`src/rtl/pc_sequencer_if.sv`:
```
// Instruction-memory fetch handshake between the PC sequencer (master) and imem (slave).
interface pc_sequencer_if;
  logic        req;
  logic [31:0] addr;
  logic        ack;

  modport master (output req, output addr, input ack);
  modport slave  (input req, input addr, output ack);
endinterface

```
`src/rtl/pc_sequencer.sv`:
```
// IF-stage controller: owns the PC, runs the imem req/ack handshake and arbitrates
// branch/jal redirects, hazard stalls and halt; redirects seen while a fetch waits are parked.
module pc_sequencer #(
  parameter logic [31:0] RESET_VECTOR = 32'h0000_0000
) (
  input  logic        clk,
  input  logic        rst,
  input  logic        stall_hazard_i,
  input  logic        br_taken_i,
  input  logic [31:0] br_target_i,
  input  logic        jal_valid_i,
  input  logic [31:0] jal_target_i,
  input  logic        halt_req_i,
  pc_sequencer_if.master imem,
  output logic [31:0] pc_out_o,
  output logic        if_valid_o,
  output logic        PCWrite_o,
  output logic        IFID_flush_o,
  output logic        IDEX_flush_o,
  output logic        misalign_o,
  output logic        halted_o
);

  typedef enum logic [1:0] {BOOT, FETCH, WAIT, HALT} state_e;

  state_e      state_q, state_d;
  logic [31:0] pc_q, pc_d;
  logic [31:0] pend_target_q, pend_target_d;
  logic        pend_valid_q, pend_valid_d;
  logic        pend_is_br_q, pend_is_br_d;
  logic        misalign_q, misalign_d;

  logic        active, ack;
  logic [31:0] br_al, jal_al;

  assign active = (state_q == FETCH) || (state_q == WAIT);
  assign ack    = active && imem.ack;
  assign br_al  = {br_target_i[31:2], 2'b00};
  assign jal_al = {jal_target_i[31:2], 2'b00};

  always_ff @(posedge clk or posedge rst) begin
    if (rst) state_q <= BOOT;
    else     state_q <= state_d;
  end

  // A taken branch in the same cycle wins over halt: the halting instruction is on the wrong path.
  always_comb begin
    state_d = state_q;
    case (state_q)
      BOOT:        state_d = FETCH;
      FETCH, WAIT: begin
        if (halt_req_i && !br_taken_i) state_d = HALT;
        else if (ack)                  state_d = FETCH;
        else                           state_d = WAIT;
      end
      default:     state_d = HALT;
    endcase
  end

  always_comb begin
    imem.req     = active;
    imem.addr    = pc_q;
    if_valid_o   = ack && !br_taken_i && !pend_valid_q && !jal_valid_i && !stall_hazard_i;
    PCWrite_o    = ack && (br_taken_i || pend_valid_q || jal_valid_i || !stall_hazard_i);
    IFID_flush_o = active && (br_taken_i || jal_valid_i);
    IDEX_flush_o = active && br_taken_i;
    halted_o     = (state_q == HALT);
  end

  always_comb begin
    pc_d          = pc_q;
    pend_valid_d  = pend_valid_q;
    pend_target_d = pend_target_q;
    pend_is_br_d  = pend_is_br_q;
    misalign_d    = 1'b0;
    if (ack) begin
      // Any redirect accepted with ack retires the parked target as well.
      if (br_taken_i) begin
        pc_d         = br_al;
        pend_valid_d = 1'b0;
        misalign_d   = |br_target_i[1:0];
      end else if (pend_valid_q) begin
        pc_d         = pend_target_q;
        pend_valid_d = 1'b0;
      end else if (jal_valid_i) begin
        pc_d       = jal_al;
        misalign_d = |jal_target_i[1:0];
      end else if (!stall_hazard_i) begin
        pc_d = pc_q + 32'd4;
      end
    end else if (active) begin
      if (br_taken_i) begin
        pend_valid_d  = 1'b1;
        pend_target_d = br_al;
        pend_is_br_d  = 1'b1;
        misalign_d    = |br_target_i[1:0];
      end else if (jal_valid_i && !(pend_valid_q && pend_is_br_q)) begin
        pend_valid_d  = 1'b1;
        pend_target_d = jal_al;
        pend_is_br_d  = 1'b0;
        misalign_d    = |jal_target_i[1:0];
      end
    end
  end

  always_ff @(posedge clk or posedge rst) begin
    if (rst) begin
      pc_q          <= RESET_VECTOR;
      pend_valid_q  <= 1'b0;
      pend_target_q <= 32'h0;
      pend_is_br_q  <= 1'b0;
      misalign_q    <= 1'b0;
    end else begin
      pc_q          <= pc_d;
      pend_valid_q  <= pend_valid_d;
      pend_target_q <= pend_target_d;
      pend_is_br_q  <= pend_is_br_d;
      misalign_q    <= misalign_d;
    end
  end

  assign pc_out_o   = pc_q;
  assign misalign_o = misalign_q;

endmodule

```
`src/flat_wrapper.sv`:
```
// flat-port wrapper written by rule: the top's interface ports become plain ports
module pc_sequencer_flat 
#(
  parameter logic [31:0] RESET_VECTOR = 32'h0000_0000
)
  (clk, rst, stall_hazard_i, br_taken_i, br_target_i, jal_valid_i, jal_target_i, halt_req_i, pc_out_o, if_valid_o, PCWrite_o, IFID_flush_o, IDEX_flush_o, misalign_o, halted_o, imem_req, imem_addr, imem_ack);
  pc_sequencer_if imem_i ();
  input  logic clk;
  input  logic rst;
  input  logic stall_hazard_i;
  input  logic br_taken_i;
  input  logic [31:0] br_target_i;
  input  logic jal_valid_i;
  input  logic [31:0] jal_target_i;
  input  logic halt_req_i;
  output logic [31:0] pc_out_o;
  output logic if_valid_o;
  output logic PCWrite_o;
  output logic IFID_flush_o;
  output logic IDEX_flush_o;
  output logic misalign_o;
  output logic halted_o;
  output wire logic [$bits(imem_i.req)-1:0] imem_req;
  output wire logic [$bits(imem_i.addr)-1:0] imem_addr;
  input wire logic [$bits(imem_i.ack)-1:0] imem_ack;
  assign imem_req = imem_i.req;
  assign imem_addr = imem_i.addr;
  assign imem_i.ack = imem_ack;
  pc_sequencer #(.RESET_VECTOR(RESET_VECTOR)) u_core (.clk(clk), .rst(rst), .stall_hazard_i(stall_hazard_i), .br_taken_i(br_taken_i), .br_target_i(br_target_i), .jal_valid_i(jal_valid_i), .jal_target_i(jal_target_i), .halt_req_i(halt_req_i), .imem(imem_i), .pc_out_o(pc_out_o), .if_valid_o(if_valid_o), .PCWrite_o(PCWrite_o), .IFID_flush_o(IFID_flush_o), .IDEX_flush_o(IDEX_flush_o), .misalign_o(misalign_o), .halted_o(halted_o));
endmodule
```
`config.mk`:
```
export PLATFORM = sky130hd
export DESIGN_NAME = pc_sequencer_flat
export DESIGN_NICKNAME = d
export VERILOG_FILES = /design/src/rtl/pc_sequencer_if.sv /design/src/rtl/pc_sequencer.sv /design/src/flat_wrapper.sv
export SDC_FILE = /design/constraint.sdc
export NUM_CORES = 1
export LEC_CHECK = 0
export ABC_AREA = 1
export CAP_MARGIN = 20
export CORE_UTILIZATION = 52
export DETAILED_ROUTE_END_ITERATION = 6
export MAX_ROUTING_LAYER = met4
export PLACE_DENSITY = 0.95
export SLEW_MARGIN = 0
export SYNTH_ARGS = -nofsm -noshare
export SYNTH_HDL_FRONTEND = slang
export SYNTH_SLANG_ARGS = --single-unit
```
`constraint.sdc`:
```
create_clock -name clk -period 4.6 [get_ports clk]
set_clock_uncertainty 0.05 [all_clocks]
set_input_delay 0.92 -clock clk [delete_from_list [all_inputs] [get_ports clk]]
set_output_delay 0.92 -clock clk [all_outputs]
set_load 0.05 [all_outputs]
```
# Yosys cells after proc, flatten, opt, wreduce, memory -nomap -nowiden
# Cells that the tools add are included.
# Widths: inputs -> output; s select.
totals:
  ff_bits: 69
  in_bits: 71
  word_cells: 65
classes:
  add_sub_neg: 1
  n_eq_ne: 4
  mux: 22
  bitwise_logic: 1
  reduce_logical: 31
op_table:
  columns: ["cell", "n"]
  rows:
  - ["$mux 32", 6]
  - ["$add 32x3->32 const B", 1]
  - ["$mux 1", 13]
  - ["$logic_and 1x1->1", 11]
  - ["$reduce_or 2->1", 3]
  - ["$logic_not 1->1", 5]
  - ["$logic_or 1x1->1", 5]
  - ["$eq 2x2->1 const B", 2]
  - ["$mux 2", 2]
  - ["$ne 4x1->1 const B", 1]
  - ["$pmux 2 s2", 1]
  - ["$reduce_and 2->1", 2]
  - ["$reduce_bool 2->1", 2]
  - ["$reduce_and 3->1", 1]
  - ["$reduce_bool 3->1", 1]
  - ["$eq 2x1->1 const B", 1]
  - ["$logic_not 2->1", 1]
  - ["$not 1->1", 1]

# Depth between registers and ports, before layout
depth:
  ltp_word: 7
  ltp_mapped: 12
  depth_no_buf: 12

# Least setup slack after synthesis
# No wires, ideal clock.
synth_path:
  path_type: "reg2out"
  from: "register u_core.state_q[0]"
  to: "output port if_valid_o"
  t_arrival_ns: 2.334
  t_required_ns: 3.630
  slack_ns: 1.296
  path_stages_with_launch: 5
  path_cell_list: "dfrtp_1 -> inv_1 -> ha_1 -> nand2_1 -> nor3_1"
synth_via:
  elab_chain_cells: 7
  elab_cells_between_ends: 8
  cone_classes: "eq/ne (2); reduce/logical (6)"
synth_lines:
  columns: ["item", "line", "rtl"]
  rows:
  - ["start: declaration", "pc_sequencer.sv:26", "state_e state_q, state_d;"]
  - ["start signal: assignment", "pc_sequencer.sv:43", "else state_q <= state_d;"]
  - ["$eq 2x1->1 / $eq 2x2->1 (equally long branches)", "pc_sequencer.sv:36", "assign active = (state_q == FETCH) || (state_q == WAIT);"]
  - ["$logic_or 1x1->1 (*)", "pc_sequencer.sv:36", null]
  - ["via imem_req", "flat_wrapper.sv:23", "output wire logic [$bits(imem_i.req)-1:0] imem_req;"]
  - ["$logic_and 1x1->1 (*)", "pc_sequencer.sv:37", "assign ack = active && imem.ack;"]
  - ["$logic_and 1x1->1 (*) (4 in a row)", "pc_sequencer.sv:63", "if_valid_o = ack && !br_taken_i && !pend_valid_q && !jal_valid_i && !stall_hazard_i;"]
  - ["end: declaration", "flat_wrapper.sv:17", "output logic if_valid_o;"]
# Mark *: on every way through the listed nets, which the timed path passes. The rest lies on a longest branch.

# Worst setup path after layout
layout_path:
  from: "input port br_taken_i"
  to: "output port IFID_flush_o"
layout_via:
  elab_chain_cells: 2
layout_lines:
  columns: ["item", "line", "rtl"]
  rows:
  - ["start: declaration", "flat_wrapper.sv:11", "input logic br_taken_i;"]
  - ["$logic_or 1x1->1", "pc_sequencer.sv:65", "IFID_flush_o = active && (br_taken_i || jal_valid_i);"]
  - ["$logic_and 1x1->1", "pc_sequencer.sv:65", null]
  - ["end: declaration", "flat_wrapper.sv:19", "output logic IFID_flush_o;"]
# No other way between the ends.

==> results.py <==
metrics = {
    "run_status": {
        "status": "finished, final reports clean",
    },
    "yosys": {
        "netlist_instances": 714,
        "yosys.area.top_type_share_pct": 34.57,
        "ys.flop_type": "dfrtp_1",
        "synth_edf_count": 0,
        "ys_seq_area_share_pct": 34.57,
        "yosys_warnings": 0,
        "ys_top_cells_by_count": "nand2_1 (194), nor2_1 (92), inv_1 (74)",
        "synthDistinctLibCells": 35,
        "netlist_area_mm2": 0.004705,
        "synth.most_common_cell": "nand2_1",
        "synthArstFlopShare_pct": 100.0,
        "ys_ff_latch": 65,
        "yosysTopAreaCell": "dfrtp_1",
        "synth.area.top_cells": "dfrtp_1 (35%), nand2_1 (15%), nor2_1 (7.3%), buf_4 (5.9%), inv_1 (5.9%)",
        "syn_area_per_cell_um2": 6.589,
    },
    "power_and_ir_drop": {
        "p_leak_nw": 2.611,
        "power_w": 0.001231,
        "peakVddDrop_mv": 0.1580,
        "pwr_density_cell_mw_per_mm2": 202.9,
    },
    "sta": {
        "fmax_mhz": 262.8,
        "fin_crit_sh_pct": 82.74,
        "setup_viol": 0,
        "rsz0062_at_grt": "no",
        "fin_crit_ns": 3.806,
        "slew_violations": 0,
        "hold_viol": 0,
        "fin_tns_setup_ns": 0,
        "whs_ns": 0.4935,
        "worst_pin_slew_ns": 0.8433,
        "slew-limit-headroom_pct": 43.70,
    },
    "clock_tree": {
        "clock_sinks": 65,
        "htreeDepth": 3,
        "clock_path_buffers": 2,
        "worst_skew_pair.late_latency_ns": 0.35,
        "numCtsBuffers": 9,
        "ctsRootBufferMaster": "clkbuf_8",
        "cts_setup_buffers": 0,
        "hold_buffers": 0,
        "ctsResizeCount": 0,
        "cts_tree": "yes",
        "cts.clk_slew.worst_paths_ns": 0.07,
    },
    "critical_path": {
        "path_class": "in2out",
        "worstPathMaxFanout": 36,
        "crit_arrival_ns": 2.84,
        "critPathRequiredTime_ns": 3.63,
        "start_kind": "input pin",
        "critPathCaptureType": "primary output",
    },
    "route": {
        "post-route-drc-count": 0,
        "routed_wl_mm": 15.24,
        "vias": 5308,
        "antenna_left": 0,
        "drt_iter0_drc": 575,
        "wl_per_cell_um": 16.62,
        "via_per_inst": 5.788,
        "first_pass_iters": 6,
    },
    "run": {
        "maxCapViolations": 0,
    },
    "grt": {
        "grt_max_degree": 53,
        "grt_remaining_overflow": 0,
        "antenna_found_initial": 0,
        "grt_pass1_wl_mm": 24.03,
        "grt_pass1_vias": 4957,
        "grt_usage_pct": 33.00,
    },
    "final_layout": {
        "nets": 880,
        "antennaDiodeCount": 0,
        "final_area_mm2": 0.006065,
        "syn2layout_area_growth_pct": 28.91,
        "post-route-util_pct": 69.54,
        "drive_gt1_share_pct": 5.933,
    },
    "floorplan": {
        "core.rowCount": 34,
        "start_util_pct": 53.95,
        "die_h_um": 97.12,
        "ios": 142,
        "dieArea_mm2": 0.009431,
        "die_w_um": 97.12,
        "core_mm2": 0.008721,
    },
    "placement": {
        "place_area_mm2": 0.005867,
        "port_buffers": 137,
        "post-dp-hpwl_mm": 11.11,
        "place.gp.congestion": 0.9762,
    },
    "worst_hold_path": {
        "hp-class": "reg2reg",
    },
}
## critical path, stage by stage
cell and delay [ns]:
buf_2 0.42, clkinv_1 0.13, buf_4 0.28, a21oi_1 0.21, clkdlybuf4s50_1 0.84
## area by class of cell
type	count	area [um2]
Fill cell	737	2656
Multi-Input combinational cell	507	2382
Sequential cell	65	1627
Timing Repair Buffer	144	1426
Inverter	79	296.5
Tap cell	108	135.1
Clock buffer	10	127.6
Clock inverter	4	70.07
## final timing paths
check,startpoint,slack (ns),to,cells past startpoint
hold reg to reg,u_core.pend_target_q[24]$_DFFE_PP0P_,0.49,u_core.pend_target_q[24]$_DFFE_PP0P_,2
setup / recovery,br_taken_i,0.79,IFID_flush_o,5
min in group asynchronous,rst,1.00,u_core.pend_target_q[8]$_DFFE_PP0P_,2
hold / removal,u_core.pend_target_q[24]$_DFFE_PP0P_,0.49,u_core.pend_target_q[24]$_DFFE_PP0P_,2
max in group asynchronous,rst,2.62,u_core.imem.addr[28]$_DFFE_PP0P_,3
setup reg to reg,u_core.state_q[0]$_DFF_PP0_,2.07,u_core.imem.addr[14]$_DFFE_PP0P_,8
## stage by stage
stage / cells / worst slack, ns
finish: 917 / 0.7941
detailed placement: 903 / 0.8296
global placement: 903 / 0.9112
global route: 917 / 0.7371
CTS: 917 / 0.8331
floorplan: 717 / 1.296
## layout by cell type, fill, tap and decap left out, drive strengths merged
cell	instances
clkdlybuf4s50	134
clkbuf	10
nand3	35
a31oi	26
buf	10
o21ai	50
nand2	199
bufinv	2
or2	2
inv	78
o211ai	3
nand4	2
dfrtp	65
nor2	104
a221oi	6
a21o	1
o221ai	6
conb	4
a21oi	46
o21bai	3
clkinv	3
nor3	3
ha	3
nor3b	2
o22ai	6
xnor2	2
a22oi	4
## power breakdown
| part | internal [W] | switching, W | leakage, nW |
|---|---|---|---|
| sequential | 0.000571 | 0 | 0.783 |
| combinational | 0.0000659 | 0.0000716 | 1.73 |
| clock | 0.000298 | 0.000225 | 0.102 |
| total | 0.000935 | 0.000296 | 2.61 |
## logic make-up (layout without fill, tap and decap cells)
family | count (synthesis) | after routing | synth area share, %
other | 1 | 4 | 0.07971
AO/OA/AOI/OAI | 151 | 151 | 18.54
flip-flops | 65 | 65 | 34.57
adder cells (fa/ha/maj) | 3 | 3 | 0.7980
buffers and inverters | 145 | 237 | 15.13
AND/OR/NAND/NOR | 347 | 347 | 30.50
XOR/XNOR | 2 | 2 | 0.3724
## sequential cells by signal, summed over array words and instances, names as in the netlist
register              flops
u_core.imem.addr         30
u_core.pend_valid_q       1
u_core.misalign_o         1
u_core.state_q            2
u_core.pend_is_br_q       1
u_core.pend_target_q     30
## routing by layer
layer | GRT usage [%] | vias up | part of all wire (%)
met5 | - | - | 0
met3 | 7.194 | 55 | 12
met4 | 14.12 | 0 | 3.7
li1 | - | 2464 | -
met1 | 42.31 | 2430 | 39
met2 | 50.54 | 359 | 46
Power figures use the tool's default switching activity.
